## config.mk

```make
export PLATFORM = sky130hd
export DESIGN_NAME = serial_alu
export DESIGN_NICKNAME = d
export VERILOG_FILES = /design/src/rtl/serial_alu_pkg.sv /design/src/rtl/serial_alu_bit.sv /design/src/rtl/serial_alu.sv
export SDC_FILE = /design/constraint.sdc
export NUM_CORES = 1
export LEC_CHECK = 0
export ABC_AREA = 1
export ABC_CLOCK_PERIOD_IN_PS = 2100
export CORE_MARGIN = 5
export CORE_UTILIZATION = 35
export DETAILED_ROUTE_END_ITERATION = 12
export GPL_TIMING_DRIVEN = 0
export PLACE_DENSITY = 0.57
export SYNTH_ARGS = -nofsm -noshare
export SYNTH_HDL_FRONTEND = slang
export SYNTH_HIERARCHICAL = 1
export SYNTH_SLANG_ARGS = --single-unit
```

## constraint.sdc

```tcl
create_clock -name clk -period 2.1 [get_ports clk]
set_input_delay 0.42 -clock clk [delete_from_list [all_inputs] [get_ports clk]]
set_output_delay 0.42 -clock clk [all_outputs]
set_load 0.005 [all_outputs]
```

## src/rtl/serial_alu_pkg.sv

```systemverilog
// Shared encodings for serial_alu: opcodes, slice select codes, FSM states
// and the opcode-to-slice-control decode.
package serial_alu_pkg;

   localparam logic [3:0] OP_AND = 4'b0000;
   localparam logic [3:0] OP_OR  = 4'b0001;
   localparam logic [3:0] OP_ADD = 4'b0010;
   localparam logic [3:0] OP_SUB = 4'b0110;
   localparam logic [3:0] OP_SLT = 4'b0111;
   localparam logic [3:0] OP_NOR = 4'b1100;

   localparam logic [1:0] SEL_AND  = 2'b00;
   localparam logic [1:0] SEL_OR   = 2'b01;
   localparam logic [1:0] SEL_ADD  = 2'b10;
   localparam logic [1:0] SEL_LESS = 2'b11;

   typedef enum logic [1:0] {
      ST_IDLE = 2'b00,
      ST_RUN  = 2'b01,
      ST_DONE = 2'b10
   } state_t;

   typedef struct packed {
      logic       valid;
      logic       a_inv;
      logic       b_inv;
      logic       cin;
      logic [1:0] sel;
   } slice_ctrl_t;

   // Unknown opcodes decode to all-zero controls with valid=0; the top forces result to 0.
   function automatic slice_ctrl_t decode_op(input logic [3:0] op);
      slice_ctrl_t c;
      c = '0;
      case (op)
         OP_AND:  c = {1'b1, 1'b0, 1'b0, 1'b0, SEL_AND};
         OP_OR:   c = {1'b1, 1'b0, 1'b0, 1'b0, SEL_OR};
         OP_ADD:  c = {1'b1, 1'b0, 1'b0, 1'b0, SEL_ADD};
         OP_SUB:  c = {1'b1, 1'b0, 1'b1, 1'b1, SEL_ADD};
         OP_SLT:  c = {1'b1, 1'b0, 1'b1, 1'b1, SEL_LESS};
         OP_NOR:  c = {1'b1, 1'b1, 1'b1, 1'b0, SEL_AND};
         default: c = '0;
      endcase
      return c;
   endfunction

endpackage

```

## src/rtl/serial_alu_bit.sv

```systemverilog
// One-bit ALU slice: optional operand inversion, full adder and a 4:1 result select.
module alu_bit_slice
   import serial_alu_pkg::*;
(
   input  logic       i_a,
   input  logic       i_b,
   input  logic       i_a_inv,
   input  logic       i_b_inv,
   input  logic       i_cin,
   input  logic       i_less,
   input  logic [1:0] i_sel,
   output logic       o_res,
   output logic       o_sum,
   output logic       o_cout
);

   logic w_a;
   logic w_b;

   assign w_a    = i_a ^ i_a_inv;
   assign w_b    = i_b ^ i_b_inv;
   assign o_sum  = w_a ^ w_b ^ i_cin;
   assign o_cout = (w_a & w_b) | (i_cin & (w_a ^ w_b));

   always_comb begin
      o_res = 1'b0;
      case (i_sel)
         SEL_AND:  o_res = w_a & w_b;
         SEL_OR:   o_res = w_a | w_b;
         SEL_ADD:  o_res = o_sum;
         SEL_LESS: o_res = i_less;
         default:  o_res = 1'b0;
      endcase
   end

endmodule

```

## src/rtl/serial_alu.sv

```systemverilog
// Bit-serial ALU, LSB first, one bit per clock through alu_bit_slice.
// Define SERIAL_ALU_FLAGS_EN to expose the cout and overflow ports.
//
// state   | meaning
// IDLE    | ready=1, waiting for start
// RUN     | one operand bit per cycle, WIDTH cycles
// DONE    | one-cycle done pulse, result/flags valid
module serial_alu
   import serial_alu_pkg::*;
#(
   parameter int WIDTH = 32
) (
   input  logic             clk,
   input  logic             rst,
   input  logic             start,
   input  logic [3:0]       alu_op,
   input  logic [WIDTH-1:0] src1,
   input  logic [WIDTH-1:0] src2,
   output logic             ready,
   output logic             done,
   output logic [WIDTH-1:0] result,
`ifdef SERIAL_ALU_FLAGS_EN
   output logic             zero,
   output logic             cout,
   output logic             overflow
`else
   output logic             zero
`endif
);

   localparam int CNT_W = $clog2(WIDTH);

   state_t           r_state;
   state_t           w_state_nxt;
   logic [CNT_W-1:0] r_cnt;
   logic [WIDTH-1:0] r_a;
   logic [WIDTH-1:0] r_b;
   logic [WIDTH-1:0] r_acc;
   logic [WIDTH-1:0] r_result;
   logic [3:0]       r_op;
   logic             r_carry;
   logic             r_zero;

   slice_ctrl_t      w_ctrl;
   logic             w_cin;
   logic             w_res;
   logic             w_sum;
   logic             w_cout;
   logic             w_last;
   logic             w_ovf;
   logic             w_set;
   logic [WIDTH-1:0] w_shift;
   logic [WIDTH-1:0] w_final;

   assign w_ctrl = decode_op(r_op);
   // Bit 0 takes the opcode's carry-in; later bits take the registered carry.
   assign w_cin  = (r_cnt == '0) ? w_ctrl.cin : r_carry;
   assign w_last = (r_cnt == CNT_W'(WIDTH - 1));
   assign w_ovf  = w_cin ^ w_cout;
   assign w_set  = w_sum ^ w_ovf;

   alu_bit_slice u_slice (
      .i_a     (r_a[0]),
      .i_b     (r_b[0]),
      .i_a_inv (w_ctrl.a_inv),
      .i_b_inv (w_ctrl.b_inv),
      .i_cin   (w_cin),
      .i_less  (1'b0),
      .i_sel   (w_ctrl.sel),
      .o_res   (w_res),
      .o_sum   (w_sum),
      .o_cout  (w_cout)
   );

   // New bit enters at the MSB; after WIDTH shifts bit 0 lands at position 0.
   assign w_shift = (r_acc >> 1) | ({{(WIDTH-1){1'b0}}, w_res} << (WIDTH - 1));

   always_comb begin
      w_final = w_shift;
      if (r_op == OP_SLT) begin
         w_final[0] = w_set;
      end
      if (!w_ctrl.valid) begin
         w_final = '0;
      end
   end

   always_comb begin
      w_state_nxt = r_state;
      ready       = 1'b0;
      done        = 1'b0;
      case (r_state)
         ST_IDLE: begin
            ready = 1'b1;
            if (start) w_state_nxt = ST_RUN;
         end
         ST_RUN: begin
            if (w_last) w_state_nxt = ST_DONE;
         end
         ST_DONE: begin
            done        = 1'b1;
            w_state_nxt = ST_IDLE;
         end
         default: w_state_nxt = ST_IDLE;
      endcase
   end

   always_ff @(posedge clk) begin
      if (rst) r_state <= ST_IDLE;
      else     r_state <= w_state_nxt;
   end

   always_ff @(posedge clk) begin
      if (rst) begin
         r_cnt    <= '0;
         r_carry  <= 1'b0;
         r_a      <= '0;
         r_b      <= '0;
         r_op     <= '0;
         r_acc    <= '0;
         r_result <= '0;
         r_zero   <= 1'b0;
      end else if (r_state == ST_IDLE && start) begin
         r_a     <= src1;
         r_b     <= src2;
         r_op    <= alu_op;
         r_cnt   <= '0;
         r_carry <= 1'b0;
         r_acc   <= '0;
      end else if (r_state == ST_RUN) begin
         r_a     <= r_a >> 1;
         r_b     <= r_b >> 1;
         r_carry <= w_cout;
         r_acc   <= w_shift;
         r_cnt   <= r_cnt + 1'b1;
         if (w_last) begin
            r_result <= w_final;
            r_zero   <= (w_final == '0);
         end
      end
   end

   assign result = r_result;
   assign zero   = r_zero;

`ifdef SERIAL_ALU_FLAGS_EN
   logic r_cout;
   logic r_ovf;
   logic w_addsub;

   assign w_addsub = (r_op == OP_ADD) || (r_op == OP_SUB);

   always_ff @(posedge clk) begin
      if (rst) begin
         r_cout <= 1'b0;
         r_ovf  <= 1'b0;
      end else if (r_state == ST_RUN && w_last) begin
         r_cout <= w_addsub & w_cout;
         r_ovf  <= w_addsub & w_ovf;
      end
   end

   assign cout     = r_cout;
   assign overflow = r_ovf;
`endif

endmodule
```

==> results by stage <==
Power and ir drop:
- The cell leakage power is 2.887 nW.
- The cell area power density is about 830 nW/um2.
- IR analysis of the VDD net gives a maximum drop of 0.0005689 V.
- Summing internal, switching and leakage power gives 6.473 mW.

Cells and area:
- The area growth from synthesis to layout is 37.20%.
- 0 antenna diodes ended up in the layout.
- Of the cells placed in the final design, the portion with a size suffix greater than 1 is 0.1199.
- The final cell utilization of the core is 0.4909.
- Summing all multi-input logic gate instances after layout gives between 2000 and 3000 um2.
- The final-layout fill cell count is 1,602.
- The sequential cells in the finished layout cover a total of 2809 um2.
- Summing all non-filler instances in the final layout gives an area of ~7800 um2.
- The number of nets in the layout is 1,001.

STA:
- In this run the tightest slew margin relative to its limit is 0.6508.
- The final critical-path required period is 2.306 ns.
- The total count of max-transition violations in the final report is 0.
- Setup violations remaining at the end of the flow were counted as 2.
- Setup repair after global routing could not meet its margin everywhere.
- The hold violation total from the final report is 0.
- Timing would allow up to 433.6 MHz.
- In the post-route analysis, the smallest setup slack over all paths is -0.2064 ns.
- Across the routed clock network, the largest skew measured is 0.009704 ns.
- At the pin with the least slew margin, the transition time is 0.5237 ns.
- The final period utilization is 1.098.

Logic synthesis:
- After synthesis the cells add up to between 5000 and 6000 um2.
- The Yosys step of the flow raised 6 warnings.
- The register bit count reported by yosys is between 100 and 150.
- The area share of the largest cell type after synthesis is 0.4913.
- Each instance of the synthesized netlist takes up on average approximately 7.3 um2.
- The synthesized design spends more area on one cell type than any other, namely sky130_fd_sc_hd__dfxtp_1.
- The unique cell type count in the Yosys netlist is 26.
- Yosys attributes the largest share of cell area to sky130_fd_sc_hd__dfxtp_1 (49%), sky130_fd_sc_hd__nand2_1 (21%), sky130_fd_sc_hd__a31oi_1 (6.8%).
- Synthesis produced just under 800 cells.
- Of the synthesized area, sequential elements account for 0.4913.
- The net count after synthesis is 860.

CTS:
- The register clock-pin slew on the reported worst setup and hold paths is approximately 0.06 ns.
- In this run the number of H-tree levels came out at 4.
- The clock tree from TritonCTS is built.
- The number of CTS-inserted buffers is 17.
- The maximum number of buffers from clock root to sink is 2.
- The root buffer cell is sky130_fd_sc_hd__clkbuf_16.
- The clock sink count is between 100 and 150.
- The cts-stage hold buffer count is 0.
- The clock latency of the later-clocked register in the worst-skew pair is roughly 0.4 ns.

Routing:
- The detail route stage leaves a number of antenna-violating nets equal to 0.
- The total wire length after detailed routing is roughly 14,000 um.
- Dividing the detail-routed wire length by the instance count gives around 12 um.
- The first routing iteration left 290 violations.
- In the routed design, unresolved DRC markers number 0.
- The total via count in the routed design is 5,354.
- The via-per-instance ratio is 4.656.
- The number of optimization iterations in the first detailed-route pass is 4.

GRT:
- Global routing finished with a remaining overflow of 0.
- The number of antenna violations at the first check in global routing is 0.
- The via count of the first global-routing pass is ~5,000.
- The global-route wire length before repair is ~24,000 um.
- Entering global routing, the biggest net connects 17 pins.
- Across every metal layer, demand over resource in global routing totals 0.1555.

Critical path:
- The cell that appears most often on the critical path is sky130_fd_sc_hd__buf_4.
- The worst register-to-register path has a setup slack of -0.21 ns.
- The largest single stage delay on the critical path is roughly 0.32 ns.
- The maximum fanout encountered on the critical timing path is 2.
- The kind of capture point of the worst setup path is a flip-flop.
- The required arrival time at the worst endpoint is roughly 2.5 ns.
- The startpoint type of the worst setup path is a flip-flop.
- For the worst flop-to-flop path, the logic depth is 20.
- By startpoint and endpoint, the worst setup path is classified as flip-flop to flip-flop.
- The critical path goes through inv_2, ha_4, nand2_2, nor2_4, nand2_2, buf_4, buf_4, buf_4, buf_4, buf_4, buf_4, buf_4, buf_4, nand3b_1, nand3_2, nand2_2, nand3_2, nor2_1, nor2_1, nor2_1.
- At the worst endpoint, the arrival time is between 2 and 3 ns.
- The largest individual stage delay along the critical path comes from the cell sky130_fd_sc_hd__dfxtp_2.

Place:
- The placement-stage cell area is approximately 7000 um2.
- Routability-driven placement finished with a final weighted congestion of about 0.74.
- The count of buffers added on input and output ports is about 100.
- Detailed placement ended at an HPWL of a little over 10,000 um.
- The worst slack at placement is -0.2990 ns.

Outcome:
- The flow ran to the end, but the final reports show violations.
- The checks that failed: negative setup slack.

Floorplanning:
- The total number of placement rows is 46.
- The core area is approximately 16,000 um2.
- The die height is 137.7 um.
- The floorplan die area is 18,950 um2.
- The horizontal die dimension is roughly 140 um.
- The effective utilization at floorplan is 0.3578.
- Pin placement for this block handled 106 I/O pins.

Hold path:
- The hold-critical path depth is 2.
- The worst min-delay path category is flip-flop to flip-flop.

Run:
- The number of maximum-capacitance constraint violations is 0.
critical path: cells and delay by family, from the launching register on:
kind	cells	cell delay (ns)
buffers and inverters	9	1.01
DFF	1	0.32
and+or+nand+nor	10	0.76
adders and majority gates	1	0.14
sequential cells by signal, indices dropped and copies added, names as in the netlist, 2 cells and up:
register and cells:
r_b 32, r_state 2, r_acc 31, result 32, r_op 4, r_a 32, r_cnt 5
worst paths after layout:
path,start,end
max reg2reg,r_cnt[0]$_SDFFE_PP0P_,zero$_SDFFE_PP0P_
max,r_cnt[0]$_SDFFE_PP0P_,zero$_SDFFE_PP0P_
min,r_b[31]$_SDFFE_PP0P_,r_b[31]$_SDFFE_PP0P_
min reg2reg,r_b[31]$_SDFFE_PP0P_,r_b[31]$_SDFFE_PP0P_
stage by stage:
stage	hold WS, ns	std cells	TNS [ns]
floorplan	0.4401	783	-0.04963
global placement	0.4520	1103	-0.3891
detailed placement	0.4553	1103	-0.4189
CTS	0.4625	1143	-0.2746
global route	0.4828	1150	-0.4674
finish	0.4624	1150	-0.2374
layout make-up:
type	instances	share of cell area
Sequential cell	140	0.3589
Inverter	32	0.01535
Buffer	53	0.03293
Multi-Input combinational cell	558	0.3340
Tap cell	216	0.03453
Clock inverter	8	0.01519
Clock buffer	21	0.05883
Timing Repair Buffer	122	0.1503
cell usage in the layout (no fill, tap or decap), types with 2 or more instances in the layout:
cell type                           n
sky130_fd_sc_hd__a21oi_1           75
sky130_fd_sc_hd__a31oi_1           62
sky130_fd_sc_hd__buf_1              4
sky130_fd_sc_hd__buf_2             23
sky130_fd_sc_hd__buf_4             18
sky130_fd_sc_hd__buf_6              3
sky130_fd_sc_hd__bufinv_16          3
sky130_fd_sc_hd__clkbuf_1          21
sky130_fd_sc_hd__clkbuf_16         17
sky130_fd_sc_hd__clkbuf_2           3
sky130_fd_sc_hd__clkbuf_8           2
sky130_fd_sc_hd__clkdlybuf4s50_1  104
sky130_fd_sc_hd__clkinv_2           4
sky130_fd_sc_hd__dfxtp_1          135
sky130_fd_sc_hd__dfxtp_2            5
sky130_fd_sc_hd__ha_1               4
sky130_fd_sc_hd__inv_1             20
sky130_fd_sc_hd__inv_2             11
sky130_fd_sc_hd__nand2_1          314
sky130_fd_sc_hd__nand2_2            8
sky130_fd_sc_hd__nand3_1           10
sky130_fd_sc_hd__nand3_2            3
sky130_fd_sc_hd__nor2_1            16
sky130_fd_sc_hd__nor2_2             2
sky130_fd_sc_hd__nor2_4             3
sky130_fd_sc_hd__nor3_1             3
sky130_fd_sc_hd__o21ai_0           40
sky130_fd_sc_hd__o21ai_1            9
power by group:
part	total (mW)	internal [mW]	switching, mW
logic	0.712	0.310	0.402
registers	2.81	2.76	0.0536
clock network	2.95	1.90	1.05
total	6.47	4.97	1.50
routing by layer:
metal / part of all wire / track usage
met1: 0.50 / 0.2101
met2: 0.44 / 0.2416
met3: 0.046 / 0.03616
met4: 0.012 / 0.05765
met5: 0 / 0
synthesized netlist by cell type:
master and count:
sky130_fd_sc_hd__a21oi_1 75, sky130_fd_sc_hd__a31oi_1 62, sky130_fd_sc_hd__buf_1 4, sky130_fd_sc_hd__buf_2 25, sky130_fd_sc_hd__buf_6 2, sky130_fd_sc_hd__clkbuf_1 22
sky130_fd_sc_hd__clkinv_1 1, sky130_fd_sc_hd__conb_1 1, sky130_fd_sc_hd__dfxtp_1 140, sky130_fd_sc_hd__fa_1 1, sky130_fd_sc_hd__ha_1 5, sky130_fd_sc_hd__inv_1 26
sky130_fd_sc_hd__inv_2 5, sky130_fd_sc_hd__nand2_1 320, sky130_fd_sc_hd__nand2_2 2, sky130_fd_sc_hd__nand3_1 12, sky130_fd_sc_hd__nand3_2 1, sky130_fd_sc_hd__nand3_4 1
sky130_fd_sc_hd__nand3b_1 1, sky130_fd_sc_hd__nor2_1 20, sky130_fd_sc_hd__nor2_4 1, sky130_fd_sc_hd__nor3_1 4, sky130_fd_sc_hd__o21ai_0 40, sky130_fd_sc_hd__o21ai_1 9
sky130_fd_sc_hd__xnor2_1 2, sky130_fd_sc_hd__xor2_1 1
timing repair:
item / 4_1_cts / 5_1_grt
cloned: 0 / 0
gates resized for setup: 18 / 17
setup buffers: 11 / 7
pin swaps: 8 / 11
setup endpoints to repair: 2 / 32
kinds of logic after synthesis:
family          Yosys count  synth area share
simple gates            362            0.2481
buf+inv                  85           0.06405
flops                   140            0.4913
fa+ha+maj                 6           0.01448
other cells               1         0.0006574
xor+xnor                  3          0.004607
compound gates          186            0.1768
No activity file was read; power rests on OpenSTA's default activity.
